--- src/rtl/if_id_unpack_if.sv ---
// IF/ID bundle interface: fetch-side bundle and controls in, unpacked ID fields out.
interface if_id_unpack_if #(
   parameter int WIDTH = 83
);
   logic [0:WIDTH-1] if_bundle;
   logic             if_valid;
   logic             stall_in;
   logic             flush_in;
   logic             id_valid;
   logic [0:31]      id_nextPC;
   logic [0:31]      id_instr;
   logic [4:0]       id_rs1;
   logic [4:0]       id_rs2;
   logic [4:0]       id_rd;
   logic [0:18]      id_ctrl;
   logic             stall_if;
   logic             ex_bubble;

   modport master (
      output if_bundle, if_valid, stall_in, flush_in,
      input  id_valid, id_nextPC, id_instr, id_rs1, id_rs2, id_rd, id_ctrl,
      input  stall_if, ex_bubble
   );

   modport slave (
      input  if_bundle, if_valid, stall_in, flush_in,
      output id_valid, id_nextPC, id_instr, id_rs1, id_rs2, id_rd, id_ctrl,
      output stall_if, ex_bubble
   );
endinterface

--- src/rtl/if_id_unpack.sv ---
// IF/ID register: latches the fetch bundle, unpacks ID fields, tracks the
// instruction issued to EX for load-use detection, and applies stall/flush.
// Bundle bits use ascending numbering: bit 0 is the MSB of nextPC.
module if_id_unpack #(
   parameter int          WIDTH     = 83,
   parameter logic [31:0] NOP_INSTR = 32'h00000000
) (
   input logic          clk,
   input logic          reset,
   if_id_unpack_if.slave bus
);
   // Control field positions inside id_ctrl (bundle bit minus 64).
   localparam int CT_RTYPE    = 5;
   localparam int CT_REGWRITE = 6;
   localparam int CT_MEMTOREG = 7;
   localparam int CT_MEMWRITE = 8;

   logic        valid_q,   valid_d;
   logic [0:31] nextpc_q,  nextpc_d;
   logic [0:31] instr_q,   instr_d;
   logic [0:18] ctrl_q,    ctrl_d;
   logic        ex_load_q, ex_load_d;
   logic [4:0]  ex_dest_q, ex_dest_d;

   logic [4:0]  rs1, rs2, rd;
   logic        rs2_used;
   logic        hazard;
   logic        id_is_load;

   // Field decode and load-use detection from registered state only.
   always_comb begin
      rs1        = instr_q[6:10];
      rs2        = instr_q[11:15];
      rd         = ctrl_q[CT_RTYPE] ? instr_q[16:20] : instr_q[11:15];
      rs2_used   = ctrl_q[CT_RTYPE] | ctrl_q[CT_MEMWRITE];
      id_is_load = valid_q & ctrl_q[CT_MEMTOREG] & ctrl_q[CT_REGWRITE];
      hazard     = valid_q & ex_load_q & (ex_dest_q != 5'd0) &
                   ((rs1 == ex_dest_q) | (rs2_used & (rs2 == ex_dest_q)));
   end

   // Next-state selection: flush > stall_in > hazard > normal advance.
   always_comb begin
      valid_d   = valid_q;
      nextpc_d  = nextpc_q;
      instr_d   = instr_q;
      ctrl_d    = ctrl_q;
      ex_load_d = ex_load_q;
      ex_dest_d = ex_dest_q;
      if (bus.flush_in) begin
         valid_d  = 1'b0;
         nextpc_d = '0;
         instr_d  = NOP_INSTR;
         ctrl_d   = '0;
         // A concurrent stall_in freezes EX, so its tracking must not move.
         if (!bus.stall_in) begin
            ex_load_d = id_is_load;
            ex_dest_d = rd;
         end
      end else if (bus.stall_in) begin
         // hold everything
      end else if (hazard) begin
         // The bubble enters EX, which releases the hazard next cycle.
         ex_load_d = 1'b0;
         ex_dest_d = 5'd0;
      end else begin
         ex_load_d = id_is_load;
         ex_dest_d = rd;
         valid_d   = bus.if_valid;
         nextpc_d  = bus.if_bundle[0:31];
         instr_d   = bus.if_bundle[32:63];
         ctrl_d    = bus.if_valid ? bus.if_bundle[64:WIDTH-1] : '0;
      end
   end

   // State registers with synchronous reset.
   always_ff @(posedge clk) begin
      if (reset) begin
         valid_q   <= 1'b0;
         nextpc_q  <= '0;
         instr_q   <= NOP_INSTR;
         ctrl_q    <= '0;
         ex_load_q <= 1'b0;
         ex_dest_q <= 5'd0;
      end else begin
         valid_q   <= valid_d;
         nextpc_q  <= nextpc_d;
         instr_q   <= instr_d;
         ctrl_q    <= ctrl_d;
         ex_load_q <= ex_load_d;
         ex_dest_q <= ex_dest_d;
      end
   end

   assign bus.id_valid  = valid_q;
   assign bus.id_nextPC = nextpc_q;
   assign bus.id_instr  = instr_q;
   assign bus.id_ctrl   = ctrl_q;
   assign bus.id_rs1    = rs1;
   assign bus.id_rs2    = rs2;
   assign bus.id_rd     = rd;
   assign bus.stall_if  = hazard | bus.stall_in;
   assign bus.ex_bubble = hazard & ~bus.stall_in & ~bus.flush_in;
endmodule

--- src/flat_wrapper.sv ---
// flat-port wrapper written by rule: the top's interface ports become plain ports
module if_id_unpack_flat 
#(
   parameter int          WIDTH     = 83,
   parameter logic [31:0] NOP_INSTR = 32'h00000000
)
  (clk, reset, bus_if_bundle, bus_if_valid, bus_stall_in, bus_flush_in, bus_id_valid, bus_id_nextPC, bus_id_instr, bus_id_rs1, bus_id_rs2, bus_id_rd, bus_id_ctrl, bus_stall_if, bus_ex_bubble);
  if_id_unpack_if #(.WIDTH(WIDTH)) bus_i ();
  input logic clk;
  input logic reset;
  input wire logic [$bits(bus_i.if_bundle)-1:0] bus_if_bundle;
  input wire logic [$bits(bus_i.if_valid)-1:0] bus_if_valid;
  input wire logic [$bits(bus_i.stall_in)-1:0] bus_stall_in;
  input wire logic [$bits(bus_i.flush_in)-1:0] bus_flush_in;
  output wire logic [$bits(bus_i.id_valid)-1:0] bus_id_valid;
  output wire logic [$bits(bus_i.id_nextPC)-1:0] bus_id_nextPC;
  output wire logic [$bits(bus_i.id_instr)-1:0] bus_id_instr;
  output wire logic [$bits(bus_i.id_rs1)-1:0] bus_id_rs1;
  output wire logic [$bits(bus_i.id_rs2)-1:0] bus_id_rs2;
  output wire logic [$bits(bus_i.id_rd)-1:0] bus_id_rd;
  output wire logic [$bits(bus_i.id_ctrl)-1:0] bus_id_ctrl;
  output wire logic [$bits(bus_i.stall_if)-1:0] bus_stall_if;
  output wire logic [$bits(bus_i.ex_bubble)-1:0] bus_ex_bubble;
  assign bus_i.if_bundle = bus_if_bundle;
  assign bus_i.if_valid = bus_if_valid;
  assign bus_i.stall_in = bus_stall_in;
  assign bus_i.flush_in = bus_flush_in;
  assign bus_id_valid = bus_i.id_valid;
  assign bus_id_nextPC = bus_i.id_nextPC;
  assign bus_id_instr = bus_i.id_instr;
  assign bus_id_rs1 = bus_i.id_rs1;
  assign bus_id_rs2 = bus_i.id_rs2;
  assign bus_id_rd = bus_i.id_rd;
  assign bus_id_ctrl = bus_i.id_ctrl;
  assign bus_stall_if = bus_i.stall_if;
  assign bus_ex_bubble = bus_i.ex_bubble;
  if_id_unpack #(.WIDTH(WIDTH), .NOP_INSTR(NOP_INSTR)) u_core (.clk(clk), .reset(reset), .bus(bus_i));
endmodule
--- config.mk ---
export PLATFORM = sky130hd
export DESIGN_NAME = if_id_unpack_flat
export DESIGN_NICKNAME = d
export VERILOG_FILES = /design/src/rtl/if_id_unpack_if.sv /design/src/rtl/if_id_unpack.sv /design/src/flat_wrapper.sv
export SDC_FILE = /design/constraint.sdc
export NUM_CORES = 1
export LEC_CHECK = 0
export ABC_CLOCK_PERIOD_IN_PS = 2400
export CORE_MARGIN = 2
export CORE_UTILIZATION = 44
export CTS_BUF_LIST = sky130_fd_sc_hd__clkbuf_16
export DETAILED_ROUTE_END_ITERATION = 10
export GPL_ROUTABILITY_DRIVEN = 0
export PLACE_DENSITY = 0.86
export SLEW_MARGIN = 10
export SYNTH_ARGS = -nofsm -noshare
export SYNTH_HDL_FRONTEND = slang
export SYNTH_SLANG_ARGS = --single-unit
--- constraint.sdc ---
create_clock -name clk -period 2.4 [get_ports clk]
set_clock_uncertainty 0.05 [all_clocks]
set_input_delay 0.24 -clock clk [delete_from_list [all_inputs] [get_ports clk]]
set_output_delay 0.24 -clock clk [all_outputs]
set_load 0.1 [all_outputs]
* After elaboration in Yosys (flattened, before gate mapping)
Index checks and enable logic that the tools add are counted.
** Storage, ports and cells
- Logic and storage cells :: 35
- Output and inout port bits :: 101
- Flip-flop bits (word level) :: 90
- Bits of input ports :: 88
** Operators by class
- Equality and inequality tests :: 2
- Muxes and demuxes :: 10
- Bitwise logic cells :: 14
- Reduce and logical (&&, ||, !) cells :: 3
** Operators by type and width (count)
- 5-bit two-way mux :: 5
- 19-bit two-way mux :: 1
- 5-bit equality test :: 2
- 1-bit bitwise AND :: 8
- 5-bit nonzero test :: 1
- 1-bit two-way mux :: 4
- 1-bit inverter :: 3
- 1-bit bitwise OR :: 3
- 2-bit AND reduction :: 1
- 2-bit OR reduction :: 1

* Logic depth before layout (Yosys ltp)
Gate-level depths: netlist of run 1.
- Depth after elaboration :: 7
- Gate-level depth with buffers :: 7
- Depth with buffers taken out :: 5

* Least setup slack after synthesis of run 1
Ideal clock, no wire load.
- Path kind :: register -> output
- From :: reg u_core.ctrl_q, in the netlist u_core.bus.id_ctrl[5]
- To :: out bus_ex_bubble
- Data required time :: 2.110 ns
- Buffers on the path :: 3
- Stages on the path, launching flop included :: 7
- Slack :: -2.687 ns
- Arrival :: 4.797 ns
- Cells stage by stage :: dfxtp_1 -> buf_2 -> o21ai_0 -> a2bb2oi_2 -> buf_2 -> buf_2 -> nor4_1
** Between the ends
- Cells in the longest elaborated chain, start to end :: 6
** Ends and longest elaborated chain
- from (decl) :: RTL line if_id_unpack.sv:21 : logic [0:18] ctrl_q, ctrl_d;
- from (signal assigned) :: RTL line if_id_unpack.sv:88 : ctrl_q <= ctrl_d;
- 1-bit bitwise OR :: RTL line if_id_unpack.sv:35 : rs2_used = ctrl_q[CT_RTYPE] | ctrl_q[CT_MEMWRITE];
- 1-bit bitwise AND :: RTL line if_id_unpack.sv:38 : ((rs1 == ex_dest_q) | (rs2_used & (rs2 == ex_dest_q)));
- 1-bit bitwise OR :: RTL line if_id_unpack.sv:38
- 1-bit bitwise AND :: RTL line if_id_unpack.sv:37 : hazard = valid_q & ex_load_q & (ex_dest_q != 5'd0) &
- 1-bit bitwise AND (2 in series) :: RTL line if_id_unpack.sv:102 : assign bus.ex_bubble = hazard & ~bus.stall_in & ~bus.flush_in;
- to (decl) :: RTL line flat_wrapper.sv:23 : output wire logic [$bits(bus_i.ex_bubble)-1:0] bus_ex_bubble;
Every way passes these cells.

* Worst setup path in the final report of run 1
- From :: reg u_core.ex_dest_q[0]
- To :: out bus_stall_if
** Between the ends
- Cells in the longest elaborated chain, start to end :: 5
- Elaborated cells on any way between the ends :: 8
- Those cells by class :: eq/ne (2); bitwise (5); reduce/logical (1)
** Ends and longest elaborated chain
- from (decl) :: RTL line if_id_unpack.sv:23 : logic [4:0] ex_dest_q, ex_dest_d;
- from (signal assigned) :: RTL line if_id_unpack.sv:90 : ex_dest_q <= ex_dest_d;
- 5-bit equality test :: RTL line if_id_unpack.sv:38
- 1-bit bitwise AND :: RTL line if_id_unpack.sv:38
- 1-bit bitwise OR :: RTL line if_id_unpack.sv:38
- 1-bit bitwise AND * :: RTL line if_id_unpack.sv:37
- 1-bit bitwise OR * :: RTL line if_id_unpack.sv:101 : assign bus.stall_if = hazard | bus.stall_in;
- to (decl) :: RTL line flat_wrapper.sv:22 : output wire logic [$bits(bus_i.stall_if)-1:0] bus_stall_if;
Mark *: on every way between the ends. The rest lies on a longest branch, timed or not.

==> metrics, run 1 <==
share of cells above drive strength 1=0.2331; TritonCTS buffer count=9; placed cell count=around 800; crit path cell chain=or4_4 > o211ai_4 > buf_12 > o21ai_2 > buf_12; Worst Path Required=between 2000 and 2500 ps; DIE WIDTH=around 110 microns; post-synthesis mux area share=0.01398; Vias per Instance=around 6; total of max-cap violations=0; core area=between 10,000 and 15,000 sq um; most used cell, CP=buf_12; drt first pass iters=4; commonest non-fill, non-tap cell in the layout=nand2_1; Post-DRT Antenna Nets=0; most frequent cells in the layout=nand2_1, buf_4, clkdlybuf4s50_1; sequential fraction of the synthesis area=0.3798; worst hold path class=input port to flop; Final Hold Violating Endpoints=0; hpwl dp=around 9500 microns; IR drop worst, VDD=0.3508 mV; Area contributors post-synth=dfxtp_1, a32oi_1, o311ai_0; Die Span Y=107.8 microns; pre-CTS WS=approximately 290 ps; fin crit period=between 2000 and 2500 ps; grt ovf=0; slowest cell on the critical path=or4_4; GRT Util Overall=0.2363; Synth Area in Compound Gates=0.3036; Critical Path Start Type=flop; unrepaired setup endpoints after global routing=no; routed wl met2=roughly 7500 microns; Buffers & Inverters on Critical Path=2; delay-heaviest family, CP=simple AND/OR/NAND/NOR gates; cell taking the most area after synthesis=dfxtp_1; wire length on met3=1203 microns; Lkg Pwr=roughly 2.7 nW; Ys Warns=0; syn nets=around 640; Worst R2R Path Depth=5; XOR/XNOR Fraction of Synth Area=0.01846; post-CTS sizing=0; outcome=completed; die area=11,630 sq um; Hold Path Origin=bus_stall_in; first-pass GRT wire length=~22,000 microns; # rows=37; Pwr Density=~670 nW/um^2; Max-slew headroom=0.6592; vias=5,096; Area after DPL=around 6400 sq um; Slew @ Worst Pin=511.2 ps; CTS Sinks=90; PnR Total Power=4.588 mW; largest net degree at the start of global routing=between 100 and 150; htree depth=3; post-synth top area share=0.3798; Worst setup EP type=output pin; final setup vio count=0; CTS tree=yes; fmax=around 440 MHz; fin util=0.6536; DRC Markers=0; hold_ws=between 400 and 500 ps; Max Slew Vio Count=0; hold path cells=5; total wire length=14,440 microns; antenna violations before repair=0; Tcrit/Tclk final=0.9570; Syn Area/Cell=8.609 sq um; clock root buffer=clkbuf_16; Area growth syn-to-layout=43.52%; Final WS setup=103.2 ps; Antenna Cells=0; Clk Latency, worst-skew pair=~340 ps; final instance area=6808 sq um; starting DRC count in detailed routing=around 280; Unique masters post-synth=33; IO Pins=~190; Yosys reg bits=90; simple-gate share of the synthesized area=0.2013; number of nets in the layout=778; final std cells w/o fill=roughly 830; starting density of the core=0.4554; Post-Synth Adder-Cell Area=0; Syn Inst Count=around 550; M1 WL=roughly 5700 microns; arrival time worst endpoint=between 2000 and 2500 ps; r2r endpoint=u_core.bus.id_nextPC[19]; Clock Pin Slew Worst Setup and Hold Paths=~70 ps; Final TNS setup=0 ps; crit path kind=flop to output pin; Hold EP=u_core.bus.id_instr[6]; CP max stage delay=approximately 580 ps; CTS max path bufs=2; largest family of logic cells by synthesized area=compound AO/OA/AOI/OAI gates; DR WL/cell=about 17 microns; # port buffers=188; vias in the first global route=4,601; top routing layer in use=met4; Critical Path Fanout Max=25; Syn Std Cell Area=between 4000 and 5000 sq um; reg2reg setup slack=290 ps; FF-to-FF Start=u_core.ex_dest_q[4]
-- cell usage after synthesis --
cell       instances
or4_4              1
o21ai_1            2
o211ai_4           1
o2111a_1           1
o311ai_0          63
o31ai_1            1
xor2_1             5
or3_1              1
mux2_2             5
and2_1             1
nor2_1             4
clkbuf_1          45
a32oi_1           64
and3_1            64
inv_1              1
nor3_2             1
a22o_1            19
mux2i_1            1
nand3_1            1
nand4_1            1
a2bb2oi_2          1
buf_6              3
buf_1              1
buf_2             14
o311ai_1           1
nand2_1          130
o21ai_0            2
dfxtp_1           90
xnor2_1            5
nor4_1             1
o41ai_4            1
a32o_1             5
buf_4             15
-- timing repair --
item	CTS	global route
endpoints found under the setup margin	2	1
hold buffers	0	0
setup buffers	1	0
cloned	1	1
pin swaps	1	0
-- state kept, by name (all words and copies together) (netlist names) --
register	count
u_core.ex_dest_q	5
u_core.bus.id_nextPC	32
u_core.bus.id_instr	32
u_core.ex_load_q	1
u_core.bus.id_ctrl	19
u_core.bus.id_valid	1
-- kinds of logic (layout without fill, tap and decap cells) --
kind of cell           count (synthesis)  after routing
multiplexers                           6              6
AO/OA/AOI/OAI                        161            161
XOR/XNOR                              10             10
AND/OR/NAND/NOR                      205            205
buffers and inverters                 79            223
flip-flops                            90             90
-- how the worst max path moves through the flow --
stage | slack (ps) | to | from | depth (start not counted)
6_report | 100 | bus_stall_if | u_core.ex_dest_q[0] | 5
5_1_grt | 10 | bus_stall_if | u_core.ex_dest_q[4] | 6
4_1_cts | 70 | bus_stall_if | u_core.ex_dest_q[4] | 6
3_5_place_dp | 290 | u_core.bus.id_instr[16] | u_core.ex_dest_q[0] | 5
3_3_place_gp | 380 | bus_stall_if | u_core.ex_dest_q[0] | 5
2_1_floorplan | -320 | bus_ex_bubble | u_core.bus.id_instr[12] | 6
-- layer usage --
| layer | vias up | GRT usage |
|---|---|---|
| li1 | 2422 | - |
| met1 | 2444 | 0.2837 |
| met4 | 0 | 0.05861 |
| met5 | - | 0 |
| met3 | 7 | 0.05387 |
| met2 | 223 | 0.4241 |
-- worst reg2reg max path, stage by stage, from the launching register on --
cell       delay (ps)
dfxtp_1           460
xor2_1            210
nor3_2             70
a2bb2oi_4         370
buf_4             520
o311ai_0          270
-- where the power goes --
group	internal, mW	switching, mW	total [mW]
clock	0.798	0.662	1.46
combinational	0.405	1.07	1.48
sequential	1.57	0.0822	1.65
total	2.77	1.82	4.59
-- cell type report --
| cell class | count | area (sq um) |
|---|---|---|
| tap | 136 | 170.2 |
| clock buffer | 10 | 250.2 |
| inverter | 1 | 3.754 |
| sequential | 90 | 1848 |
| clock inverter | 6 | 60.06 |
| timing repair buffer | 206 | 1889 |
| fill | 840 | 3608 |
| multi-input combinational | 382 | 2586 |
Power figures use the tool's default switching activity.
==> run 2, diff against run 1 <==
GPL_ROUTABILITY_DRIVEN = default   (was 0)
==> results of run 2 <==
The final DEF is identical to that of run 1; final timing and power are the same.
==> run 3, diff against run 2 <==
PLACE_DENSITY = 0.81   (was 0.86)
==> run 3 against run 2 <==
- register-to-register slack worse by 60 ps
- largest power group unchanged
- largest cell class unchanged
- critical path type unchanged
- routed wire length down 2.4%
- via count down 1.2%
- maximum frequency down 0.62%
==> metrics, run 3 (synthesized netlist as in run 1, its figures left out) <==
fin util=0.6511; Lkg Pwr=roughly 2.7 nW; unrepaired setup endpoints after global routing=no; # port buffers=approximately 190; vias in the first global route=4,402; Worst Path Required=2110 ps; IR drop worst, VDD=slightly below 0.4 mV; Multi-input gate area=between 2000 and 3000 sq um; Tcrit/Tclk final=0.9630; largest net degree at the start of global routing=slightly above 100; PnR Total Power=roughly 4.5 mW; cts hold-fix bufs=0; clock root buffer=clkbuf_16; antenna violations before repair=0; post-CTS sizing=0; number of nets in the layout=~800; DR WL/cell=about 17 microns; share of cells above drive strength 1=0.2291; Critical Path Fanout Max=38; CTS tree=yes; Die Span Y=between 100 and 150 microns; starting density of the core=0.4554; Antenna Cells=0; DRC Markers=0; GRT Util Overall=0.2303; arrival time worst endpoint=around 2000 ps; total of max-cap violations=0; crit path kind=flop to output pin; vias=around 5,000; Placer Congestion=roughly 0.83; Final Hold Violating Endpoints=0; Pwr Density=around 670 nW/um^2; IO Pins=between 150 and 200; Clk Latency, worst-skew pair=roughly 330 ps; core area=~10,000 sq um; Slew @ Worst Pin=around 470 ps; Clock Pin Slew Worst Setup and Hold Paths=about 60 ps; Vias per Instance=approximately 6.1; Post-DRT Antenna Nets=0; total wire length=about 14,000 microns; hpwl dp=about 9000 microns; Max Slew Vio Count=0; drt first pass iters=5; outcome=completed; Filler cells=between 800 and 900; fmax=432.7 MHz; DIE WIDTH=roughly 110 microns; CTS max path bufs=2; worst hold path class=input port to flop; first-pass GRT wire length=roughly 22,000 microns; fin crit period=between 2000 and 2500 ps; Max-slew headroom=0.6889; CTS Sinks=90; # rows=37; most frequent cells in the layout=nand2_1, buf_4, clkdlybuf4s50_1; Worst setup EP type=output pin; starting DRC count in detailed routing=about 260; Critical Path Start Type=flop; commonest non-fill, non-tap cell in the layout=nand2_1; Seq. cell area=1848 sq um; die area=approximately 12,000 sq um; htree depth=3; final setup vio count=0; grt ovf=0; Area growth syn-to-layout=42.97%; TritonCTS buffer count=9
==> run 3: changes by cell type in the layout (fill, tap and decap cells not counted), sizes merged <==
cell | before | now
clkinvlp | 0 | 1
clkinv | 1 | 5
bufinv | 0 | 1
clkbuf | 11 | 9
inv | 6 | 1
==> run 3: worst max-delay path: stages, from the launching register on <==
cell      delay [ps]
dfxtp_1          350
or4_4            560
o211ai_4         250
buf_12           230
o21ai_2           90
buf_12           180
==> run 3: power breakdown <==
group | total, mW | switching (mW) | internal, mW
Combinational | 1.50 | 1.07 | 0.423
Sequential | 1.65 | 0.0821 | 1.57
Clock | 1.40 | 0.592 | 0.805
Total | 4.54 | 1.75 | 2.80
==> run 3: final cells by class <==
class	count	share of cell area
Timing Repair Buffer	205	0.2768
Clock inverter	7	0.01052
Multi-Input combinational cell	382	0.3814
Tap cell	136	0.02509
Clock buffer	9	0.03321
Inverter	1	0.0005535
Sequential cell	90	0.2725
==> run 3: repair_timing <==
item                                    in CTS  in global routing
pin swaps                                    1                  1
endpoints found under the setup margin       1                  1
buffers inserted                             1                  1
gates cloned                                 1                  0
==> run 3: path summary, 6_finish.rpt <==
kind / start / end / slack (ps) / cells after the start
worst max register to register: u_core.ex_dest_q[0] / u_core.ex_dest_q[4] / 230 / 6
worst min-delay path: bus_stall_in / u_core.bus.id_valid / 350 / 4
worst max-delay path: u_core.ex_dest_q[0] / bus_stall_if / 90 / 5
worst min register to register: u_core.bus.id_ctrl[14] / u_core.bus.id_ctrl[14] / 430 / 1
==> run 3: through the flow <==
step / std cells / area, sq um / hold WS [ps] / setup TNS [ps] / setup WS (ps)
2_1_floorplan: 551 / 4838 / 314.7 / -386.5 / -319.4
3_3_place_gp: 811 / 6437 / 412.4 / 0 / 337.6
3_5_place_dp: 811 / 6437 / 419.5 / 0 / 288.0
4_1_cts: 829 / 6774 / 337.8 / 0 / 71.63
5_1_grt: 830 / 6782 / 396.3 / 0 / 30.38
6_report: 830 / 6782 / 348.3 / 0 / 88.76
==> run 3: per-layer routing <==
layer,part of all wire,up-vias,track usage
li1,-,2419,-
met1,0.41,2425,0.2919
met2,0.50,182,0.3863
met3,0.085,11,0.07143
met4,0.0070,0,0.04579
met5,0,-,0
